**src/rtl/mem_arbiter.sv**
```systemverilog
// mem_arbiter
//   Shares one RAM port between the instruction-fetch port and the data port.
//   Data requests win over fetches, except that after MAX_DSTREAK consecutive
//   data grants with a fetch waiting, the fetch is served next. Each access
//   runs IDLE -> ACC -> RESP; a watchdog ends an access that sees no ramready
//   within TIMEOUT cycles, returns BAD_WORD and sets the sticky mem_error.
// Ports
//   CLK, RST            clock, synchronous active-high reset
//   iREN, iaddr         fetch request (held until ihit) and address
//   iload, ihit         fetched word and one-cycle completion pulse
//   dREN, dWEN          data read / write request (held until dhit)
//   daddr, dstore       data address and write data
//   dload, dhit         read word and one-cycle completion pulse
//   ramREN, ramWEN      RAM strobes, only asserted in ACC
//   ramaddr, ramstore   latched address / write data of the current access
//   ramload, ramready   RAM read data and completion
//   mem_error           sticky timeout flag
module mem_arbiter #(
  parameter int unsigned MAX_DSTREAK = 4,
  parameter int unsigned TIMEOUT     = 64,
  parameter logic [31:0] BAD_WORD    = 32'hBAD1BAD1
) (
  input  logic        CLK,
  input  logic        RST,
  input  logic        iREN,
  input  logic [31:0] iaddr,
  output logic [31:0] iload,
  output logic        ihit,
  input  logic        dREN,
  input  logic        dWEN,
  input  logic [31:0] daddr,
  input  logic [31:0] dstore,
  output logic [31:0] dload,
  output logic        dhit,
  output logic        ramREN,
  output logic        ramWEN,
  output logic [31:0] ramaddr,
  output logic [31:0] ramstore,
  input  logic [31:0] ramload,
  input  logic        ramready,
  output logic        mem_error
);

  localparam logic [3:0] STREAK_MAX = 4'(MAX_DSTREAK);
  localparam logic [7:0] TIMER_LAST = 8'(TIMEOUT - 1);

  typedef enum logic [1:0] {
    IDLE = 2'd0,
    ACC  = 2'd1,
    RESP = 2'd2
  } state_t;

  state_t      state_r;
  state_t      next_state_s;
  logic        own_d_r;
  logic        wr_r;
  logic [31:0] addr_r;
  logic [31:0] store_r;
  logic [31:0] rdata_r;
  logic [7:0]  timer_r;
  logic [3:0]  dstreak_r;
  logic        mem_error_r;

  logic        dgrant_s;
  logic        igrant_s;
  logic        timeout_s;

  // Grant decision and next-state logic
  always_comb begin
    dgrant_s     = 1'b0;
    igrant_s     = 1'b0;
    timeout_s    = (timer_r == TIMER_LAST);
    next_state_s = state_r;
    // Data wins unless a waiting fetch has already been passed over STREAK_MAX times.
    if ((dREN || dWEN) && !(iREN && (dstreak_r == STREAK_MAX))) begin
      dgrant_s = 1'b1;
    end else begin
      igrant_s = iREN;
    end
    case (state_r)
      IDLE: begin
        if (dgrant_s || igrant_s) begin
          next_state_s = ACC;
        end else begin
          next_state_s = IDLE;
        end
      end
      ACC: begin
        if (ramready || timeout_s) begin
          next_state_s = RESP;
        end else begin
          next_state_s = ACC;
        end
      end
      RESP:    next_state_s = IDLE;
      default: next_state_s = IDLE;
    endcase
  end

  // State register plus latched request, watchdog, streak counter and error flag
  always_ff @(posedge CLK) begin
    if (RST) begin
      state_r     <= IDLE;
      own_d_r     <= 1'b0;
      wr_r        <= 1'b0;
      addr_r      <= 32'd0;
      store_r     <= 32'd0;
      rdata_r     <= 32'd0;
      timer_r     <= 8'd0;
      dstreak_r   <= 4'd0;
      mem_error_r <= 1'b0;
    end else begin
      state_r <= next_state_s;
      case (state_r)
        IDLE: begin
          timer_r <= 8'd0;
          if (dgrant_s) begin
            own_d_r <= 1'b1;
            wr_r    <= dWEN;   // read+write together is a write
            addr_r  <= daddr;
            store_r <= dstore;
            // Only count data grants that made a fetch wait.
            if (iREN && (dstreak_r != 4'hF)) begin
              dstreak_r <= dstreak_r + 4'd1;
            end else begin
              dstreak_r <= dstreak_r;
            end
          end else if (igrant_s) begin
            own_d_r   <= 1'b0;
            wr_r      <= 1'b0;
            addr_r    <= iaddr;
            dstreak_r <= 4'd0;
          end else begin
            dstreak_r <= dstreak_r;
          end
        end
        ACC: begin
          timer_r <= timer_r + 8'd1;
          if (ramready) begin
            rdata_r <= ramload;
          end else if (timeout_s) begin
            rdata_r     <= BAD_WORD;
            mem_error_r <= 1'b1;
          end else begin
            rdata_r <= rdata_r;
          end
        end
        RESP:    timer_r <= 8'd0;
        default: timer_r <= 8'd0;
      endcase
    end
  end

  // Outputs are pure decodes of registered state
  assign ramREN    = (state_r == ACC) && !wr_r;
  assign ramWEN    = (state_r == ACC) && wr_r;
  assign ramaddr   = addr_r;
  assign ramstore  = store_r;
  assign ihit      = (state_r == RESP) && !own_d_r;
  assign dhit      = (state_r == RESP) && own_d_r;
  assign iload     = ihit ? rdata_r : 32'd0;
  assign dload     = dhit ? rdata_r : 32'd0;
  assign mem_error = mem_error_r;

endmodule

```
**config.mk**
```make
export PLATFORM = sky130hd
export DESIGN_NAME = mem_arbiter
export DESIGN_NICKNAME = d
export VERILOG_FILES = /design/src/rtl/mem_arbiter.sv
export SDC_FILE = /design/constraint.sdc
export NUM_CORES = 1
export LEC_CHECK = 0
export ABC_CLOCK_PERIOD_IN_PS = 3800
export BUFFER_PORTS_ARGS = -buffer_cell sky130_fd_sc_hd__clkbuf_2
export CAP_MARGIN = 5
export CORE_MARGIN = 4
export CORE_UTILIZATION = 48
export DETAILED_ROUTE_END_ITERATION = 6
export GPL_TIMING_DRIVEN = 1
export PLACE_DENSITY = 0.85
export SETUP_SLACK_MARGIN = 0.05
export SLEW_MARGIN = 15
export SYNTH_ARGS = -nofsm -noshare
export SYNTH_HDL_FRONTEND = slang
export SYNTH_SLANG_ARGS = --single-unit
```
**constraint.sdc**
```tcl
create_clock -name CLK -period 3.8 [get_ports CLK]
set_input_delay 0.57 -clock CLK [delete_from_list [all_inputs] [get_ports CLK]]
set_output_delay 0.57 -clock CLK [all_outputs]
set_load 0.005 [all_outputs]
```
==> flow_summary.yaml, run 1 <==
logic_synthesis:
  synth_ff_type: "dfxtp_1"
  yosys.cell_count.top_type: "dfxtp_1"
  ys_async_sr_fraction_pct: 0
  synth_edf_count: 0
  syn_area_per_cell_sq_um: 8.25
  synth_nets: 726
  syn_area_sq_um: 4860
  synth_area_leaders: "dfxtp_1, and2_1, a211oi_1"
  synth_area_leader_cell: "dfxtp_1"
  synthCells: 589
  yosysWarnings: 0
  ys_seq_elements: 113
  netlist_top_cells_count: "dfxtp_1, nand2_1, nor2_1"
  synth_top_area_share_pct: 46.5
  synth_cell_types: 35
  yosysSeqAreaShare_pct: 46.5
timing:
  final_hold_viol_count: 0
  whs_ns: 0.308
  tightest_slew_ns: 0.840
  relSlewSlack_pct: 44.0
  skew_ns: 0.0100
  rsz0062_at_grt: "false"
  fin_crit_ns: 2.53
  drv_slew: 0
  setup_violations: 0
  tns_ns: 0
  max_freq_mhz: 396
  fin_crit_sh_pct: 66.5
  setup_ws_ns: 1.27
worst_setup_path:
  critPathMaxFanout: 33
  cp-start-kind: "flip-flop"
  required_ns: 3.23
  path_cells: "and3b_1 -> and2_1 -> clkbuf_2"
  slowest_delay_ns: 0.78
  path_class: "reg -> out"
  crit_path_top_delay_cell: "and3b_1"
  crit_path_end_kind: "primary output"
  critPathArrivalTime_ns: 1.96
final_layout:
  fillers: 853
  nNetsFinal: 976
  area_delta_synth_final_pct: 41.7
  drive_above_1_share_pct: 36.2
  postLayoutCoreUtil_pct: 70.1
  diodes: 0
global_routing:
  grt_pass1_wl_um: 20800
  grt_use_met1_pct: 25.5
  globalRouteMet2Util_pct: 38.5
  grt_pass1_vias: 4476
  grt_max_degree: 68
  busiest_layer: "met2"
  grtUsageTotal_pct: 21.9
  overflow: 0
  use_met3_pct: 7.40
  antenna_found_initial: 0
place:
  place_congestion: 0.790
  dp_slack_ns: 1.27
  dp_hpwl_um: 10100
  port_buffers: 266
floorplan:
  start_util_pct: 49.5
  pin_count: 267
  rows: 36
  die_h_um: 109
  core-area_sq_um: 9820
  dieWidth_um: 109
  die_area_sq_um: 11800
outcome:
  status: "finished, final reports clean"
pwr:
  total_power_mw: 3.44
  ir_drop_uv: 330
  power_density_nw_per_um2: 500
  leakage_nw: 3.28
drt:
  wl_um: 13400
  drt-pass1-iter-count: 4
  ant_nets: 0
  dr.first_iter.drc_count: 190
  vias: 4774
  via_per_inst: 4.86
  drc: 0
  wl_per_cell_um: 13.6
clocking:
  clock_latency_ns: 0.48
  cts_made_buffers: 17
  cts_hold_buf: 0
  cts.path.max_buffers: 2
  clk_pin_slew_ns: 0.06
  cts_sinks: 113
  post_cts_buffers: 0
  cts_tree: "yes"
  ctsResizeCount: 0
  ctsRootBufferMaster: "clkbuf_8"
  cts_max_level: 4
min_path:
  hold_class: "in -> reg"
run:
  cap_violations: 0
==> area by class of cell <==
cell class	count	area [sq um]	share of cell area, %
clock inverter	10	184	2.67
timing repair buffer	274	1390	20.2
tap	133	166	2.42
multi-input combinational	410	2350	34.1
inverter	23	86.3	1.25
sequential	113	2260	32.8
clock buffer	20	445	6.47
==> sequential cells by signal (all words and copies together) (netlist names), 2 cells and up <==
| name | count |
|---|---|
| dstreak_r | 4 |
| ramaddr | 32 |
| ramstore | 32 |
| rdata_r | 32 |
| state_r | 2 |
| timer_r | 8 |
==> power by group <==
| part | switching [mW] | internal [mW] | leakage, nW |
|---|---|---|---|
| clock network | 0.515 | 1.16 | 0.303 |
| registers | 0.0575 | 1.28 | 0.930 |
| logic | 0.236 | 0.193 | 2.05 |
==> kinds of logic (layout without fill, tap and decap cells) <==
kind of cell	Yosys count	count (layout)	synth area share [%]
AOI/OAI and AO/OA	127	127	16.0
DFF	113	113	46.5
and+or+nand+nor	243	243	23.6
buffers and inverters	66	327	5.59
muxes	32	32	6.59
xor gates and xnor gates	5	5	0.901
adders and majority gates	3	3	0.772
==> critical path: cells and delay by family (launching register included) <==
kind | cells | cell delay, ns
flops | 1 | 0.35
simple gates | 2 | 1.01
buf+inv | 1 | 0.11
==> placed cells by master, fill, tap and decap left out, types with 3 or more instances in the layout <==
master / synthesis / final
bufinv_16: 0 / 5
a21oi_1: 53 / 52
nand3_1: 4 / 4
buf_4: 5 / 9
nor2b_1: 3 / 3
clkbuf_2: 0 / 265
xor2_1: 3 / 3
and2_1: 66 / 66
or3_1: 4 / 4
inv_1: 23 / 23
clkbuf_8: 0 / 3
nand2b_1: 3 / 3
o21ai_0: 18 / 18
nor2_1: 67 / 67
ha_1: 3 / 3
clkbuf_16: 0 / 16
nand2_1: 85 / 85
dfxtp_1: 113 / 113
a211oi_1: 50 / 50
mux2i_1: 32 / 32
==> routing by layer <==
metal / routed length (um) / share of wire, %
met1: 5490 / 41
met4: 161 / 1.2
met2: 6680 / 50
met5: 0 / 0
met3: 1070 / 8.0
==> worst paths after layout <==
| kind | start | to | slack (ns) | cells after the start |
|---|---|---|---|---|
| worst max register to register | dstreak_r[0]$_SDFFE_PP0P_ | dstreak_r[3]$_SDFFE_PP0P_ | 1.62 | 6 |
| worst max-delay path | state_r[0]$_SDFF_PP0_ | dload[24] | 1.27 | 3 |
| worst min register to register | ramstore[2]$_SDFFE_PP0P_ | ramstore[2]$_SDFFE_PP0P_ | 0.45 | 2 |
| worst min-delay path | dstore[1] | ramstore[1]$_SDFFE_PP0P_ | 0.31 | 3 |
==> metrics by stage <==
step / instance area (sq um) / instances
after floorplan: 4860 / 589
after global placement: 6260 / 953
after detailed placement: 6260 / 953
after CTS: 6890 / 983
after global routing: 6890 / 983
final: 6890 / 983
Power figures use the tool's default switching activity.
==> run 2: changes to the inputs <==
--- a/config.mk
+++ b/config.mk
@@ -5,14 +5,14 @@
 export SDC_FILE = /design/constraint.sdc
 export NUM_CORES = 1
 export LEC_CHECK = 0
-export ABC_CLOCK_PERIOD_IN_PS = 3800
+export ABC_CLOCK_PERIOD_IN_PS = 2400
 export BUFFER_PORTS_ARGS = -buffer_cell sky130_fd_sc_hd__clkbuf_2
 export CAP_MARGIN = 5
 export CORE_MARGIN = 4
-export CORE_UTILIZATION = 48
+export CORE_UTILIZATION = 45
 export DETAILED_ROUTE_END_ITERATION = 6
 export GPL_TIMING_DRIVEN = 1
-export PLACE_DENSITY = 0.85
+export PLACE_DENSITY = 0.81
 export SETUP_SLACK_MARGIN = 0.05
 export SLEW_MARGIN = 15
 export SYNTH_ARGS = -nofsm -noshare
==> constraint.sdc (replaced) <==
create_clock -name CLK -period 2.4 [get_ports CLK]
set_input_delay 0.36 -clock CLK [delete_from_list [all_inputs] [get_ports CLK]]
set_output_delay 0.36 -clock CLK [all_outputs]
set_load 0.005 [all_outputs]
==> flow_summary.yaml, run 2 (synthesis gave the netlist of run 1 again) <==
outcome:
  status: "finished, final reports clean"
final_layout:
  area_delta_synth_final_pct: 42.5
  drive_above_1_share_pct: 36.5
  final_cell_mix: "clkbuf_2, dfxtp_1, nand2_1"
  nNetsFinal: 980
  layout_commonest_cell: "clkbuf_2"
  diodes: 0
  postLayoutCoreUtil_pct: 66.5
  fillers: 882
timing:
  fin_crit_ns: 2.11
  setup_ws_ns: 0.286
  relSlewSlack_pct: 52.8
  max_freq_mhz: 473
  fin_crit_sh_pct: 88.1
  skew_ns: 0.0115
  tightest_slew_ns: 0.708
  rsz0062_at_grt: "false"
  setup_violations: 0
  whs_ns: 0.0825
  drv_slew: 0
  tns_ns: 0
  final_hold_viol_count: 0
clocking:
  cts_sinks: 113
  cts_hold_buf: 0
  cts.path.max_buffers: 2
  clk_pin_slew_ns: 0.05
  cts_tree: "yes"
  cts_max_level: 4
  post_cts_buffers: 0
  ctsRootBufferMaster: "clkbuf_8"
  clock_latency_ns: 0.50
  cts_made_buffers: 17
  ctsResizeCount: 0
pwr:
  p_int_mw: 4.08
  pwr-share-clk_pct: 47.6
  switching_share_pct: 24.1
  power_density_nw_per_um2: 777
  leakage_nw: 3.30
  pwr-share-comb_pct: 12.9
  seq_power_share_pct: 39.5
  total_power_mw: 5.38
  ir_drop_uv: 387
  p_sw_mw: 1.30
worst_setup_path:
  critPathMaxFanout: 10
  critical_path_depth: 7
  required_ns: 2.82
  path_cells: "inv_1 -> ha_1 -> and4b_4 -> or2_2 -> buf_4 -> or4_1 -> a21oi_1"
  path_class: "reg -> reg"
  critPathLaunch: "dstreak_r[0]$_SDFFE_PP0P_"
  cp_top_family: "simple AND/OR/NAND/NOR gates"
  critPathBufInv: 2
  ff2ff_setup_slack_ns: 0.29
  crit_path_end_kind: "flip-flop"
  cp-start-kind: "flip-flop"
  regToRegStartpoint: "dstreak_r[0]$_SDFFE_PP0P_"
  crit_end: "dstreak_r[3]$_SDFFE_PP0P_"
  ff2ff_path_depth: 7
  crit_path_top_delay_cell: "or4_1"
  slowest_delay_ns: 0.50
  critPathArrivalTime_ns: 2.53
  reg2reg_to: "dstreak_r[3]$_SDFFE_PP0P_"
drt:
  wl_um: 13500
  vias: 4769
  drc: 0
  dr.first_iter.drc_count: 283
  drt-pass1-iter-count: 4
  ant_nets: 0
  via_per_inst: 4.81
  wl_per_cell_um: 13.6
place:
  place_congestion: 0.785
  dp_hpwl_um: 10200
  dp_slack_ns: 0.328
  port_buffers: 266
floorplan:
  rows: 37
  die_h_um: 112
  dieWidth_um: 112
  pin_count: 267
  start_util_pct: 46.7
  core-area_sq_um: 10400
  die_area_sq_um: 12500
min_path:
  hold_class: "in -> reg"
global_routing:
  overflow: 0
  grtUsageTotal_pct: 21.1
  antenna_found_initial: 0
  grt_pass1_wl_um: 21800
  grt_max_degree: 41
  grt_pass1_vias: 4552
run:
  cap_violations: 0
run 2: area by class of cell:
| class | count | area [sq um] | area share (%) |
|---|---|---|---|
| clock buffers | 21 | 449 | 6.49 |
| clock inverters | 10 | 159 | 2.29 |
| inverters | 23 | 86.3 | 1.25 |
| multi-input cells | 410 | 2350 | 33.9 |
| flip-flops and latches | 113 | 2260 | 32.7 |
| well taps | 136 | 170 | 2.46 |
| repair buffers | 278 | 1450 | 20.9 |
run 2: power by group through the flow:
stage	Sequential, mW	Combinational, mW	Clock (mW)
CTS	2.12	0.705	2.60
floorplan	2.15	0.372	0
global placement	2.15	0.687	0
detailed placement	2.16	0.703	0
global route	2.14	0.787	2.70
finish	2.12	0.696	2.56
run 2: worst reg2reg max path, cell delays in order (launching register included):
cell and delay (ns):
dfxtp_1 0.39, inv_1 0.06, ha_1 0.19, and4b_4 0.22, or2_2 0.32, buf_4 0.21
or4_1 0.51, a21oi_1 0.14
run 2: how the worst min path moves through the flow:
stage	cells after the start	from	slack, ns	endpoint
global placement	2	ramstore[2]$_SDFFE_PP0P_	0.44	ramstore[2]$_SDFFE_PP0P_
CTS	3	dstore[4]	0.06	ramstore[4]$_SDFFE_PP0P_
detailed placement	2	rdata_r[15]$_SDFFE_PP0P_	0.45	rdata_r[15]$_SDFFE_PP0P_
finish	3	ramload[8]	0.08	rdata_r[8]$_SDFFE_PP0P_
global route	3	dstore[4]	0.06	ramstore[4]$_SDFFE_PP0P_
floorplan	1	timer_r[0]$_SDFF_PP0_	0.43	timer_r[0]$_SDFF_PP0_
run 2: metrics by stage:
stage,area [sq um],cells
5_1_grt,6930,991
6_report,6930,991
4_1_cts,6930,991
2_1_floorplan,4860,589
3_3_place_gp,6320,960
3_5_place_dp,6320,960
run 2: layer usage:
metal | up-vias | global-route usage, % | wire, um
li1 | 2478 | - | -
met1 | 2108 | 23.9 | 5450
met2 | 172 | 37.2 | 6860
met3 | 11 | 7.45 | 1060
met4 | 0 | 6.41 | 146
met5 | - | 0 | 0
==> run 3: changes to the inputs <==
--- a/config.mk
+++ b/config.mk
@@ -9,10 +9,11 @@
 export BUFFER_PORTS_ARGS = -buffer_cell sky130_fd_sc_hd__clkbuf_2
 export CAP_MARGIN = 5
 export CORE_MARGIN = 4
-export CORE_UTILIZATION = 45
+export CORE_UTILIZATION = 46
+export CTS_BUF_LIST = sky130_fd_sc_hd__clkbuf_2
 export DETAILED_ROUTE_END_ITERATION = 6
 export GPL_TIMING_DRIVEN = 1
-export PLACE_DENSITY = 0.81
+export PLACE_DENSITY = 0.82
 export SETUP_SLACK_MARGIN = 0.05
 export SLEW_MARGIN = 15
 export SYNTH_ARGS = -nofsm -noshare
==> flow_summary.yaml, run 3 (synthesis gave the netlist of run 1 again) <==
floorplan:
  start_util_pct: 47.1
  dieWidth_um: 111
  pin_count: 267
  die_area_sq_um: 12300
  die_h_um: 111
  rows: 37
  core-area_sq_um: 10300
drt:
  wl_um: 15500
  dr.first_iter.drc_count: 414
  drt-pass1-iter-count: 4
  drc: 0
  ant_nets: 0
  via_per_inst: 4.96
  vias: 5314
  wl_per_cell_um: 14.5
clocking:
  post_cts_buffers: 0
  cts_tree: "yes"
  ctsRootBufferMaster: "clkbuf_2"
  cts_made_buffers: 17
  clk_pin_slew_ns: 0.19
  cts.path.max_buffers: 2
  cts_max_level: 4
  clock_latency_ns: 0.61
  cts_sinks: 113
place:
  placedInstanceArea_sq_um: 6300
  port_buffers: 266
  dp_cells: 960
  place_congestion: 0.773
  dp_hpwl_um: 10100
worst_setup_path:
  cp-start-kind: "flip-flop"
  ff2ff_setup_slack_ns: 0.25
  path_class: "reg -> out"
  required_ns: 2.04
  ff2ff_path_depth: 7
  critPathMaxFanout: 33
  crit_path_end_kind: "primary output"
  reg2reg_to: "dstreak_r[3]$_SDFFE_PP0P_"
  critPathArrivalTime_ns: 1.82
  path_cells: "nor3b_2 -> buf_6 -> and2_1 -> clkbuf_2"
  slowest_delay_ns: 0.44
  cp_top_family: "flip-flops"
  critPathBufInv: 2
  crit_path_top_delay_cell: "dfxtp_1"
  regToRegStartpoint: "dstreak_r[0]$_SDFFE_PP0P_"
global_routing:
  grt_max_degree: 66
  antenna_found_initial: 0
  overflow: 0
  grt_pass1_wl_um: 24800
  grt_pass1_vias: 5222
  grtUsageTotal_pct: 24.3
pwr:
  ir_drop_uv: 490
  total_power_mw: 4.23
  power_density_nw_per_um2: 574
  leakage_nw: 3.48
final_layout:
  postLayoutCoreUtil_pct: 71.4
  layout_commonest_cell: "clkbuf_2"
  drive_above_1_share_pct: 33.5
  final_area_sq_um: 7370
  nNetsFinal: 1060
  diodes: 0
  fillers: 761
  area_delta_synth_final_pct: 51.6
  fin_cells: 1072
  final_cell_mix: "clkbuf_2, dfxtp_1, nand2_1"
timing:
  skew_ns: 0.0359
  fin_crit_sh_pct: 90.8
  max_freq_mhz: 459
  drv_slew: 0
  tightest_slew_ns: 0.702
  final_hold_viol_count: 0
  rsz0062_at_grt: "true"
  tns_ns: 0
  fin_crit_ns: 2.18
  setup_violations: 0
  relSlewSlack_pct: 53.2
run:
  cap_violations: 0
min_path:
  holdPathStages: 3
  hold_class: "in -> reg"
  whs_endpoint: "ramaddr[28]$_SDFFE_PP0P_"
  min-delay-start: "iaddr[28]"
outcome:
  status: "finished, final reports clean"
run 3: cell count changes in the layout (fill, tap and decap cells not counted), sizes merged:
| cell | previous run | this run |
|---|---|---|
| clkinv | 4 | 6 |
| clkbuf | 286 | 283 |
| clkinvlp | 2 | 4 |
| inv | 23 | 24 |
| bufinv | 4 | 3 |
| dlygate4sd3 | 0 | 80 |
run 3: where the power goes:
group / switching, mW / internal [mW]
Sequential: 0.0943 / 2.03
Clock: 0.721 / 0.579
Combinational: 0.409 / 0.397
run 3: per-layer routing:
| layer | global-route usage [%] | part of all wire (%) | vias up |
|---|---|---|---|
| met5 | 0 | 0 | - |
| met2 | 43.1 | 51 | 251 |
| li1 | - | - | 2643 |
| met3 | 7.64 | 8.2 | 40 |
| met1 | 26.3 | 37 | 2380 |
| met4 | 10.8 | 3.1 | 0 |
run 3: metrics by stage:
| step | setup slack (ns) | hold slack, ns |
|---|---|---|
| final | 0.221 | 0.0693 |
| after global routing | 0.0461 | 0.000188 |
| after CTS | 0.144 | 0.00157 |
| after detailed placement | 0.330 | 0.446 |
| after global placement | 0.379 | 0.441 |
| after floorplan | 0.583 | 0.430 |
run 3: worst max-delay path by stage:
| stage | start | end | cells after the start |
|---|---|---|---|
| after floorplan | dstreak_r[0]$_SDFFE_PP0P_ | dstreak_r[3]$_SDFFE_PP0P_ | 7 |
| after global placement | dstreak_r[0]$_SDFFE_PP0P_ | dstreak_r[3]$_SDFFE_PP0P_ | 7 |
| after detailed placement | dstreak_r[0]$_SDFFE_PP0P_ | dstreak_r[3]$_SDFFE_PP0P_ | 7 |
| after CTS | state_r[1]$_SDFF_PP0_ | iload[30] | 4 |
| after global routing | state_r[1]$_SDFF_PP0_ | iload[27] | 4 |
| final | state_r[1]$_SDFF_PP0_ | iload[27] | 4 |
run 3: final cells by class:
type / instances / area (sq um) / area share [%]
multi-input cells: 410 / 2350 / 31.9
flip-flops and latches: 113 / 2260 / 30.7
repair buffers: 358 / 2240 / 30.5
well taps: 136 / 170 / 2.31
clock inverters: 14 / 165 / 2.24
clock buffers: 18 / 90.1 / 1.22
inverters: 23 / 86.3 / 1.17
run 3: tightest hold or removal path, stage by stage:
cell      delay, ns
clkbuf_2       0.09
mux2i_1        0.13
a211oi_1       0.08
run 3: repair_timing:
| item | 4_1_cts | 5_1_grt |
|---|---|---|
| gates resized for setup | 0 | 2 |
| hold buffers | 72 | 8 |
| setup endpoints to repair | 0 | 28 |
| endpoints found under the hold margin | 71 | 6 |
